[src/rtl/prbs_pkg.sv]
// Shared helpers for the PRBS datapath: lane mapping and keep-mask tests.
// Used by serial_parallel_stream and sp_out_stage.
package prbs_pkg;

    localparam int DEFAULT_W = 8;

    // Lane that serial word k lands in for a frame of n lanes.
    function automatic int lane_of(
        input int k,
        input int n,
        input bit msb_first
    );
        return msb_first ? (n - 1 - k) : k;
    endfunction

    // True when lane carries data after fill words have been packed.
    function automatic bit lane_kept(
        input int lane,
        input int fill,
        input int n,
        input bit msb_first
    );
        return msb_first ? (lane >= n - fill) : (lane < fill);
    endfunction

endpackage

[src/rtl/sp_out_stage.sv]
// Single-entry valid/ready output register that can reload while draining.
// Optional frame counter enabled by SERIAL_PARALLEL_FRAME_CNT_EN.
module sp_out_stage
    import prbs_pkg::*;
#(
    parameter int N = 4,
    parameter int W = DEFAULT_W
) (
    input  logic           clk,
    input  logic           rst,
    input  logic           load,
    input  logic [N*W-1:0] load_data,
    input  logic [N-1:0]   load_keep,
    input  logic           out_ready,
    output logic [N*W-1:0] out_data,
    output logic [N-1:0]   out_keep,
    output logic           out_valid
`ifdef SERIAL_PARALLEL_FRAME_CNT_EN
    ,
    output logic [15:0]    out_frame_cnt
`endif
);

    // A load in the same cycle as a consume replaces the frame, no bubble.
    always_ff @(posedge clk or posedge rst) begin
        if (rst) begin
            out_data  <= '0;
            out_keep  <= '0;
            out_valid <= 1'b0;
        end else if (load) begin
            out_data  <= load_data;
            out_keep  <= load_keep;
            out_valid <= 1'b1;
        end else if (out_ready) begin
            out_valid <= 1'b0;
        end
    end

`ifdef SERIAL_PARALLEL_FRAME_CNT_EN
    always_ff @(posedge clk or posedge rst) begin
        if (rst) begin
            out_frame_cnt <= '0;
        end else if (out_valid && out_ready) begin
            out_frame_cnt <= out_frame_cnt + 16'd1;
        end
    end
`endif

endmodule

[src/rtl/serial_parallel_stream.sv]
// Serial-to-parallel packer: N words of W bits into one keep-qualified frame.
// Optional out_frame_cnt port enabled by SERIAL_PARALLEL_FRAME_CNT_EN.
module serial_parallel_stream
    import prbs_pkg::*;
#(
    parameter int N         = 4,
    parameter int W         = DEFAULT_W,
    parameter bit MSB_FIRST = 1'b0
) (
    input  logic           clk,
    input  logic           rst,
    input  logic [W-1:0]   in_data,
    input  logic           in_valid,
    output logic           in_ready,
    input  logic           flush,
    output logic [N*W-1:0] out_data,
    output logic [N-1:0]   out_keep,
    output logic           out_valid,
    input  logic           out_ready
`ifdef SERIAL_PARALLEL_FRAME_CNT_EN
    ,
    output logic [15:0]    out_frame_cnt
`endif
);

    localparam int CW = (N > 1) ? $clog2(N) : 1;
    localparam logic [CW-1:0] LAST = CW'(N - 1);

    logic [CW-1:0]  count;
    logic [N*W-1:0] acc;
    logic [N*W-1:0] merged;
    logic [N-1:0]   load_keep;
    logic           flush_pend;
    logic           flush_req;
    logic           accept;
    logic           last;
    logic           free;
    logic           do_flush;
    logic           load;
    int             fill;

    // Only a frame-completing word can be blocked by a stalled output.
    assign in_ready = !(out_valid && !out_ready && (count == LAST));

    always_comb begin
        accept    = in_valid && in_ready;
        free      = !out_valid || out_ready;
        flush_req = flush || flush_pend;
        last      = accept && (count == LAST);
        fill      = int'(count) + (accept ? 1 : 0);
        do_flush  = flush_req && free && !last && (fill > 0);
        load      = last || do_flush;
        merged    = acc;
        load_keep = '0;
        for (int l = 0; l < N; l++) begin
            if (accept && (lane_of(int'(count), N, MSB_FIRST) == l)) begin
                merged[l*W +: W] = in_data;
            end
            load_keep[l] = lane_kept(l, fill, N, MSB_FIRST);
        end
    end

    // A flush on an empty packer is dropped; otherwise it waits for a free output.
    always_ff @(posedge clk or posedge rst) begin
        if (rst) begin
            count      <= '0;
            acc        <= '0;
            flush_pend <= 1'b0;
        end else begin
            if (load) begin
                count <= '0;
                acc   <= '0;
            end else if (accept) begin
                count <= count + CW'(1);
                acc   <= merged;
            end
            flush_pend <= flush_req && !load && (fill > 0);
        end
    end

    sp_out_stage #(
        .N (N),
        .W (W)
    ) u_out (
        .clk           (clk),
        .rst           (rst),
        .load          (load),
        .load_data     (merged),
        .load_keep     (load_keep),
        .out_ready     (out_ready),
        .out_data      (out_data),
        .out_keep      (out_keep),
        .out_valid     (out_valid)
`ifdef SERIAL_PARALLEL_FRAME_CNT_EN
        ,
        .out_frame_cnt (out_frame_cnt)
`endif
    );

endmodule

[config.mk]
export PLATFORM = sky130hd
export DESIGN_NAME = serial_parallel_stream
export DESIGN_NICKNAME = d
export VERILOG_FILES = /design/src/rtl/prbs_pkg.sv /design/src/rtl/sp_out_stage.sv /design/src/rtl/serial_parallel_stream.sv
export SDC_FILE = /design/constraint.sdc
export NUM_CORES = 1
export LEC_CHECK = 0
export CAP_MARGIN = 15
export CORE_MARGIN = 5
export CORE_UTILIZATION = 55
export CTS_BUF_LIST = sky130_fd_sc_hd__clkbuf_4
export CTS_CLUSTER_DIAMETER = 40
export DETAILED_ROUTE_END_ITERATION = 10
export PLACE_DENSITY = 0.85
export SKIP_CTS_REPAIR_TIMING = 1
export SYNTH_ARGS = -nofsm -noshare
export SYNTH_HDL_FRONTEND = slang
export SYNTH_SLANG_ARGS = --single-unit
[constraint.sdc]
create_clock -name clk -period 7.1 [get_ports clk]
set_input_delay 1.42 -clock clk [delete_from_list [all_inputs] [get_ports clk]]
set_output_delay 1.42 -clock clk [all_outputs]
set_load 0.01 [all_outputs]
==> flow_summary.json, run 1 <==
{
  "crit_buf_inv": 2,
  "vias_per_cell": 5.61,
  "h-tree-depth": 3,
  "clock_path_buffers": 2,
  "antenna_found_initial": 0,
  "seq_area_frac_synth_pct": 56.5,
  "register_area_sq_um": 1800,
  "place_ws_ns": 2.87,
  "drive_above_1_share_pct": 10.1,
  "async_flop_share_pct": 100,
  "cts_tree": "built",
  "multi_input_area_sq_um": 1310,
  "ant_nets": 0,
  "maxCapViolCount": 0,
  "syn-num-nets": 281,
  "yosysTopAreaCellShare_pct": 56.5,
  "final.setup.tns_ns": 0,
  "end_kind": "primary output",
  "synth-edff-count": 0,
  "start_util_pct": 57.2,
  "crit_top_cell": "clkdlybuf4s50_1",
  "numCtsBuffers": 9,
  "hpwl_um": 4500,
  "vias": 2187,
  "grt-ovfl-total": 0,
  "setup_viol": 0,
  "period_minus_slack_ns": 4.10,
  "reg2reg_from": "count[0]",
  "holdPathEnd": "acc[29]",
  "peakVddDrop_mv": 0.242,
  "ys_seq_elements": 72,
  "power_frac_clock_pct": 11.8,
  "fp-row-count": 27,
  "synth.area.top_cells": "dfrtp_1, mux2i_1, a22o_1",
  "fin_nets": 334,
  "final_cell_mix": "dfrtp_1, clkdlybuf4s50_1, nor2_1",
  "layout_commonest_cell": "dfrtp_1",
  "drtIter0Drc": 168,
  "syn_area_sq_um": 3190,
  "antenna_cells": 0,
  "power.switching_mw": 0.665,
  "period_share_pct": 57.7,
  "tightest_slew_ns": 0.898,
  "grt_pass1_vias": 2286,
  "critical_path.cell_chain": "clkdlybuf4s50_1 > nand3b_1 > clkdlybuf4s50_1",
  "cp_slowest_cell": "clkdlybuf4s50_1",
  "synthCells": 261,
  "slowest_delay_ns": 0.58,
  "power_frac_comb_pct": 49.0,
  "ys_warn_count": 0,
  "fill_cells": 416,
  "p_int_mw": 1.05,
  "synth_top_area_cell": "dfrtp_1",
  "fmax_ghz": 0.244,
  "drtPass1Iterations": 4,
  "p_leak_nw": 1.64,
  "critPathMaxFanout": 5,
  "power_density_nw_per_um2": 447,
  "numPortBuffers": 50,
  "die_h_um": 86.1,
  "skew_ns": 0.0100,
  "worst_slack_ns": 3.00,
  "swShare_pct": 38.8,
  "slew_viol_final": 0,
  "ys.flop_type": "dfrtp_1",
  "rsz0062_at_grt": "no",
  "min_path_cells": 1,
  "crit_family": "buffers and inverters",
  "coreArea_sq_um": 5570,
  "final_hold_viol_count": 0,
  "cp-start-kind": "input pin",
  "wl_um": 6710,
  "power_mw": 1.71,
  "dieWidth_um": 86.1,
  "reg2reg_slack_ns": 3.75,
  "place_congestion": 0.755,
  "rr_worst_depth": 10,
  "grt_max_degree": 73,
  "clockRootBuffer": "clkbuf_4",
  "holdWs_ns": 0.497,
  "wl_per_cell_um": 17.2,
  "syn_to_final_growth_pct": 20.4,
  "seqPwrFrac_pct": 39.1,
  "io_pins": 51,
  "hold_path.startpoint": "acc[29]",
  "crit_type": "in -> out",
  "insertion_delay_ns": 0.40,
  "groute.usage.overall_pct": 19.4,
  "hp-class": "reg -> reg",
  "rr_endpoint": "u_out.out_keep[3]",
  "clk_pin_slew_ns": 0.10,
  "syn_avg_cell_area_sq_um": 12.2,
  "drc": 0,
  "cp_data_required_time_ns": 5.68,
  "slew_headroom_pct": 40.1,
  "clock-sinks": 72,
  "die_area_sq_um": 7420,
  "cp.arrival_ns": 2.68,
  "yosysUniqueCellTypes": 31,
  "status": "finished clean",
  "grt_pass1_wl_um": 11300
}
## power by group through the flow
stage / logic [mW] / registers, mW / clock network [mW]
detailed placement: 0.842 / 0.678 / 0
finish: 0.841 / 0.671 / 0.203
global route: 0.925 / 0.694 / 0.221
CTS: 0.848 / 0.672 / 0.203
global placement: 0.812 / 0.671 / 0
floorplan: 0.485 / 0.713 / 0
## per-stage QoR
stage,utilization [%],cells,instance area [sq um]
floorplan,-,261,3190
global placement,66.9,374,3730
detailed placement,66.9,374,3730
CTS,68.6,389,3830
global route,68.8,390,3840
finish,68.8,390,3840
## sequential cells by signal, indices dropped and copies added, names as in the netlist
signal	flops
u_out.out_valid	1
acc	32
u_out.out_data	32
flush_pend	1
count	2
u_out.out_keep	4
## metal layers
metal	part of all wire, %	vias to the layer above	wire [um]	GRT usage (%)
met5	0	-	0	0
met4	2.0	0	132	7.77
met3	7.3	13	490	4.51
met2	46	79	3110	29.4
met1	44	1063	2980	27.0
li1	-	1032	-	-
## kinds of logic after synthesis
kind of cell             Yosys count  share of synthesized area [%]
flip-flops                        72                           56.5
multiplexers                      33                           10.4
AO/OA/AOI/OAI                     69                           16.9
AND/OR/NAND/NOR                   65                           10.8
buffers and inverters             15                           2.67
adder cells (fa/ha/maj)            7                           2.75
## cell type report
cell class	instances	area share [%]
Sequential cell	72	47.0
Multi-Input combinational cell	174	34.1
Timing Repair Buffer	53	13.7
Tap cell	72	2.35
Clock buffer	9	1.76
Clock inverter	6	0.717
Inverter	4	0.391
## worst register-to-register path, stage by stage (launching register included)
cell,delay (ns)
dfrtp_1,0.48
ha_1,0.54
nand3b_1,0.24
and2_1,0.23
ha_1,0.20
inv_1,0.06
ha_1,0.26
o32ai_4,0.45
a21oi_4,0.09
buf_4,0.32
mux2_2,0.36
## how the worst max path moves through the flow
stage	startpoint	to	slack, ns	depth (start not counted)
5_1_grt	out_ready	in_ready	2.96	3
2_1_floorplan	out_ready	u_out.out_data[0]	3.68	10
4_1_cts	out_ready	in_ready	3.00	3
3_5_place_dp	out_ready	u_out.out_keep[3]	2.87	10
3_3_place_gp	out_ready	u_out.out_keep[3]	2.96	10
6_report	out_ready	in_ready	3.00	3
## synth_stat cells (3+ instances only)
master and instances:
dfrtp_1 72, nor2_1 37, a21oi_1 34, mux2i_1 32, a22o_1 24, and2_1 9, ha_1 7, buf_2 5
nand2_1 5, inv_1 4, a211oi_4 3
(Power assumes the default switching activity.)
==> run 2, diff against run 1 <==
Settings changed: CORE_UTILIZATION 55 to 50, PLACE_DENSITY 0.85 to 0.81.
Clock period 7.1 ns to 3.7 ns, I/O delays scaled along.
==> run 2 against run 1 <==
Wire length up 1.4%. Die area grew 8.8%. Via count rose by 1.5%. Clock power rose by 130%. Clock-buffer cell count unchanged. Final area rose by 1.7%. First-iteration DRC count fell by 44%. Critical path depth rose by 7. Total power increased by 98%. Clock skew is essentially flat. Non-clock buffer count up 2. Sequential power up 92%. Critical endpoint is now acc[4]. Largest power group unchanged.
==> flow_summary.json, run 2 (synthesis results as in run 1) <==
{
  "cp_data_required_time_ns": 4.06,
  "io_pins": 51,
  "period_share_pct": 82.2,
  "die_h_um": 89.9,
  "clock_path_buffers": 2,
  "reg_top3": "acc x32, u_out.out_data x32, u_out.out_keep x4",
  "drive_above_1_share_pct": 10.9,
  "final.setup.tns_ns": 0,
  "vias_per_cell": 5.58,
  "antenna_cells": 0,
  "wl_per_cell_um": 17.1,
  "grt_max_degree": 66,
  "clockRootBuffer": "clkbuf_4",
  "maxCapViolCount": 0,
  "layout_commonest_cell": "dfrtp_1",
  "grt-ovfl-total": 0,
  "status": "finished clean",
  "cp-start-kind": "input pin",
  "period_minus_slack_ns": 3.04,
  "power_mw": 3.40,
  "wl_um": 6800,
  "dieWidth_um": 89.9,
  "hp-class": "reg -> reg",
  "syn_to_final_growth_pct": 22.4,
  "vias": 2219,
  "setup_viol": 0,
  "power_density_nw_per_um2": 871,
  "numPortBuffers": 50,
  "final_cell_mix": "dfrtp_1, clkdlybuf4s50_1, nor2_1",
  "drtIter0Drc": 94,
  "cp.arrival_ns": 3.40,
  "start_util_pct": 50.8,
  "crit_type": "in -> reg",
  "final_hold_viol_count": 0,
  "h-tree-depth": 3,
  "rsz0062_at_grt": "no",
  "ant_nets": 0,
  "clock-sinks": 72,
  "skew_ns": 0.00958,
  "slew_viol_final": 0,
  "numCtsBuffers": 9,
  "fill_cells": 501,
  "grt_pass1_wl_um": 11500,
  "fp-row-count": 29,
  "fin_nets": 336,
  "clk_pin_slew_ns": 0.11,
  "fmax_ghz": 0.329,
  "insertion_delay_ns": 0.42,
  "slew_headroom_pct": 23.2,
  "drc": 0,
  "place_congestion": 0.826,
  "register_area_sq_um": 1800,
  "end_kind": "flip-flop",
  "grt_pass1_vias": 2329,
  "multi_input_area_sq_um": 1310,
  "drtPass1Iterations": 4,
  "cts_tree": "built",
  "antenna_found_initial": 0,
  "groute.usage.overall_pct": 17.7,
  "tightest_slew_ns": 1.15,
  "p_leak_nw": 1.66,
  "peakVddDrop_mv": 0.425,
  "die_area_sq_um": 8070,
  "critPathMaxFanout": 9,
  "coreArea_sq_um": 6280,
  "hpwl_um": 4650
}
## run 2: cell types whose count changed in the layout (fill, tap and decap cells not counted), sizes merged
cell      change
clkinvlp      +2
clkinv        -2
bufinv        +1
buf           +2
## run 2: area by class of cell
class                      instances  share of cell area [%]
timing repair buffer              55                    14.1
multi-input combinational        174                    33.5
clock inverter                     7                    1.60
sequential                        72                    46.2
inverter                           4                   0.385
clock buffer                       9                    1.73
tap                               77                    2.47
## run 2: power by group
part | internal [mW] | leakage [nW] | switching (mW)
clock network | 0.199 | 0.0668 | 0.271
registers | 1.10 | 0.914 | 0.185
logic | 0.811 | 0.675 | 0.830
## run 2: metrics by stage
step | worst slack (ns) | util [%] | hold WS [ns] | cell area (sq um) | instances
2_1_floorplan | 0.957 | - | 0.453 | 3190 | 261
3_5_place_dp | 0.265 | 60.1 | 0.476 | 3770 | 382
3_3_place_gp | 0.404 | 60.1 | 0.468 | 3770 | 382
4_1_cts | 0.680 | 62.2 | 0.498 | 3900 | 398
5_1_grt | 0.485 | 62.2 | 0.516 | 3900 | 398
6_report | 0.660 | 62.2 | 0.502 | 3900 | 398
## run 2: final timing paths
kind | start | endpoint | slack (ns) | cells after the start
min in group asynchronous | rst | u_out.out_data[7] | 0.52 | 2
worst min-delay path | acc[31] | acc[31] | 0.50 | 1
worst max register to register | count[0] | acc[4] | 0.84 | 10
worst max-delay path | out_ready | acc[4] | 0.66 | 10
worst min register to register | acc[31] | acc[31] | 0.50 | 1
max in group asynchronous | rst | acc[26] | 2.14 | 3
## run 2: worst max-delay path, stage by stage
cell	delay, ns
clkdlybuf4s50_1	0.45
nand3b_1	0.27
and2_1	0.22
ha_1	0.19
inv_1	0.06
ha_1	0.26
o32ai_4	0.46
nor2_8	0.12
nor3_4	0.41
a22o_1	0.22
## run 2: routing by layer
layer | wire, um | GRT usage, % | part of all wire [%]
met1 | 3110 | 23.2 | 46
met2 | 3220 | 27.7 | 47
met3 | 360 | 5.43 | 5.3
met4 | 114 | 6.58 | 1.7
met5 | 0 | 0 | 0
==> run 3, diff against run 2 <==
Clock period 3.7 ns to 2.4 ns, I/O delays scaled along.
==> run 3 against run 2 <==
The flow now finishes with violations (negative setup slack). Global-route usage up 0.27 points. Sequential power up 55%. Combinational power up 93%. Utilization up 6.1 points. Clock power up 54%. Non-clock buffer count up 22. Critical path depth up 1. Critical path type is now reg -> reg. Largest power group unchanged. Highest routed layer unchanged.
==> flow_summary.json, run 3 (synthesis results as in run 1) <==
{
  "final_cells": 420,
  "final.setup.tns_ns": -0.0584,
  "grt-ovfl-total": 0,
  "syn_to_final_growth_pct": 34.4,
  "insertion_delay_ns": 0.42,
  "crit_family": "simple AND/OR/NAND/NOR gates",
  "cp_data_required_time_ns": 2.77,
  "reg_top3": "acc x32, u_out.out_data x32, u_out.out_keep x4",
  "clock_path_buffers": 2,
  "clock-sinks": 72,
  "fin_nets": 358,
  "cts_tree": "built",
  "setup_viol": 7,
  "period_minus_slack_ns": 2.42,
  "period_share_pct": 101,
  "crit_start": "count[0]",
  "drtPass1Iterations": 4,
  "numCtsBuffers": 9,
  "start_util_pct": 50.8,
  "end_kind": "flip-flop",
  "crit_type": "reg -> reg",
  "skew_ns": 0.00839,
  "crit_top_cell": "ha_4",
  "drive_above_1_share_pct": 25.7,
  "wl_um": 7280,
  "crit_buf_inv": 2,
  "vias_per_cell": 5.55,
  "reg2reg_from": "count[0]",
  "final_util_pct": 68.3,
  "dp.cells": 394,
  "hpwl_um": 4680,
  "io_pins": 51,
  "place_congestion": 0.903,
  "antenna_found_initial": 0,
  "grt_pass1_wl_um": 11700,
  "die_area_sq_um": 8070,
  "wl_per_cell_um": 17.3,
  "cp-start-kind": "flip-flop",
  "drtIter0Drc": 127,
  "final_cell_area_sq_um": 4290,
  "antenna_cells": 0,
  "vias": 2332,
  "peakVddDrop_mv": 0.694,
  "numPortBuffers": 50,
  "violations": "negative setup slack",
  "layout_commonest_cell": "dfrtp_1",
  "h-tree-depth": 3,
  "fp-row-count": 29,
  "slew_headroom_pct": 55.8,
  "worst_slack_ns": -0.0152,
  "drc": 0,
  "fmax_ghz": 0.414,
  "rr_worst_depth": 11,
  "cp_slowest_cell": "dfrtp_1",
  "die_h_um": 89.9,
  "power_mw": 5.89,
  "clockRootBuffer": "clkbuf_4",
  "power_density_nw_per_um2": 1380,
  "maxCapViolCount": 0,
  "slowest_delay_ns": 0.39,
  "dieWidth_um": 89.9,
  "final_hold_viol_count": 0,
  "groute.usage.overall_pct": 18.0,
  "rsz0062_at_grt": "yes",
  "p_leak_nw": 1.81,
  "clk_pin_slew_ns": 0.11,
  "slew_viol_final": 0,
  "critical_path.cell_chain": "ha_2 > nand3b_1 > and2_4 > ha_4 > inv_2 > ha_4 > o32ai_4 > buf_12 > nor2_8 > nor3_4 > a22o_1",
  "ant_nets": 0,
  "final_cell_mix": "dfrtp_1, clkdlybuf4s50_1, mux2i_1",
  "tightest_slew_ns": 0.660,
  "coreArea_sq_um": 6280,
  "cp.arrival_ns": 2.78,
  "rr_endpoint": "acc[19]",
  "reg2reg_slack_ns": -0.02,
  "status": "finished with violations",
  "dpl-instance-area_sq_um": 3920,
  "grt_max_degree": 73,
  "critPathMaxFanout": 8,
  "hp-class": "in -> async",
  "grt_pass1_vias": 2296
}
[run 3: cell types whose count changed in the layout (fill, tap and decap cells not counted), moves of 4 or more]
cell,change
buf_12,+5
ha_1,-4
buf_4,+14
nor2_1,-16
a21oi_1,-10
nor2_4,+4
nor2_2,+12
a21oi_2,+10
[run 3: worst max-delay path by stage]
stage,to,slack [ns],cells past startpoint
after floorplan,acc[0],-0.11,10
after global placement,acc[23],-0.41,10
after global routing,acc[23],-0.10,11
final,acc[19],-0.02,11
after CTS,acc[7],-0.09,10
after detailed placement,acc[4],-0.47,10
[run 3: power by group]
part	switching [mW]	internal, mW
logic	1.51	1.66
registers	0.299	1.70
clock network	0.408	0.315
[run 3: cell type report]
class / instances / area, sq um
Timing Repair Buffer: 77 / 806
Inverter: 4 / 15.0
Multi-Input combinational cell: 174 / 1440
Tap cell: 77 / 96.3
Fill cell: 446 / 1990
Sequential cell: 72 / 1800
Clock buffer: 10 / 75.1
Clock inverter: 6 / 50.0
[run 3: per-stage QoR]
step / worst slack [ns] / hold WS, ns
6_report: -0.0152 / 0.453
5_1_grt: -0.104 / 0.474
4_1_cts: -0.0861 / 0.441
3_5_place_dp: -0.469 / 0.470
3_3_place_gp: -0.410 / 0.468
2_1_floorplan: -0.114 / 0.453
[run 3: worst register-to-register path, delay by kind of cell (launching register included)]
kind	cells	cell delay [ns]
compound gates	2	0.49
fa+ha+maj	3	0.57
buf+inv	2	0.22
flops	1	0.39
simple gates	4	0.70
[run 3: routing by layer]
layer / GRT usage [%] / part of all wire, % / vias up
met5: 0 / 0 / -
met1: 25.3 / 45 / 1159
met4: 8.93 / 2.7 / 0
met3: 5.26 / 5.8 / 15
li1: - / - / 1087
met2: 25.2 / 46 / 71
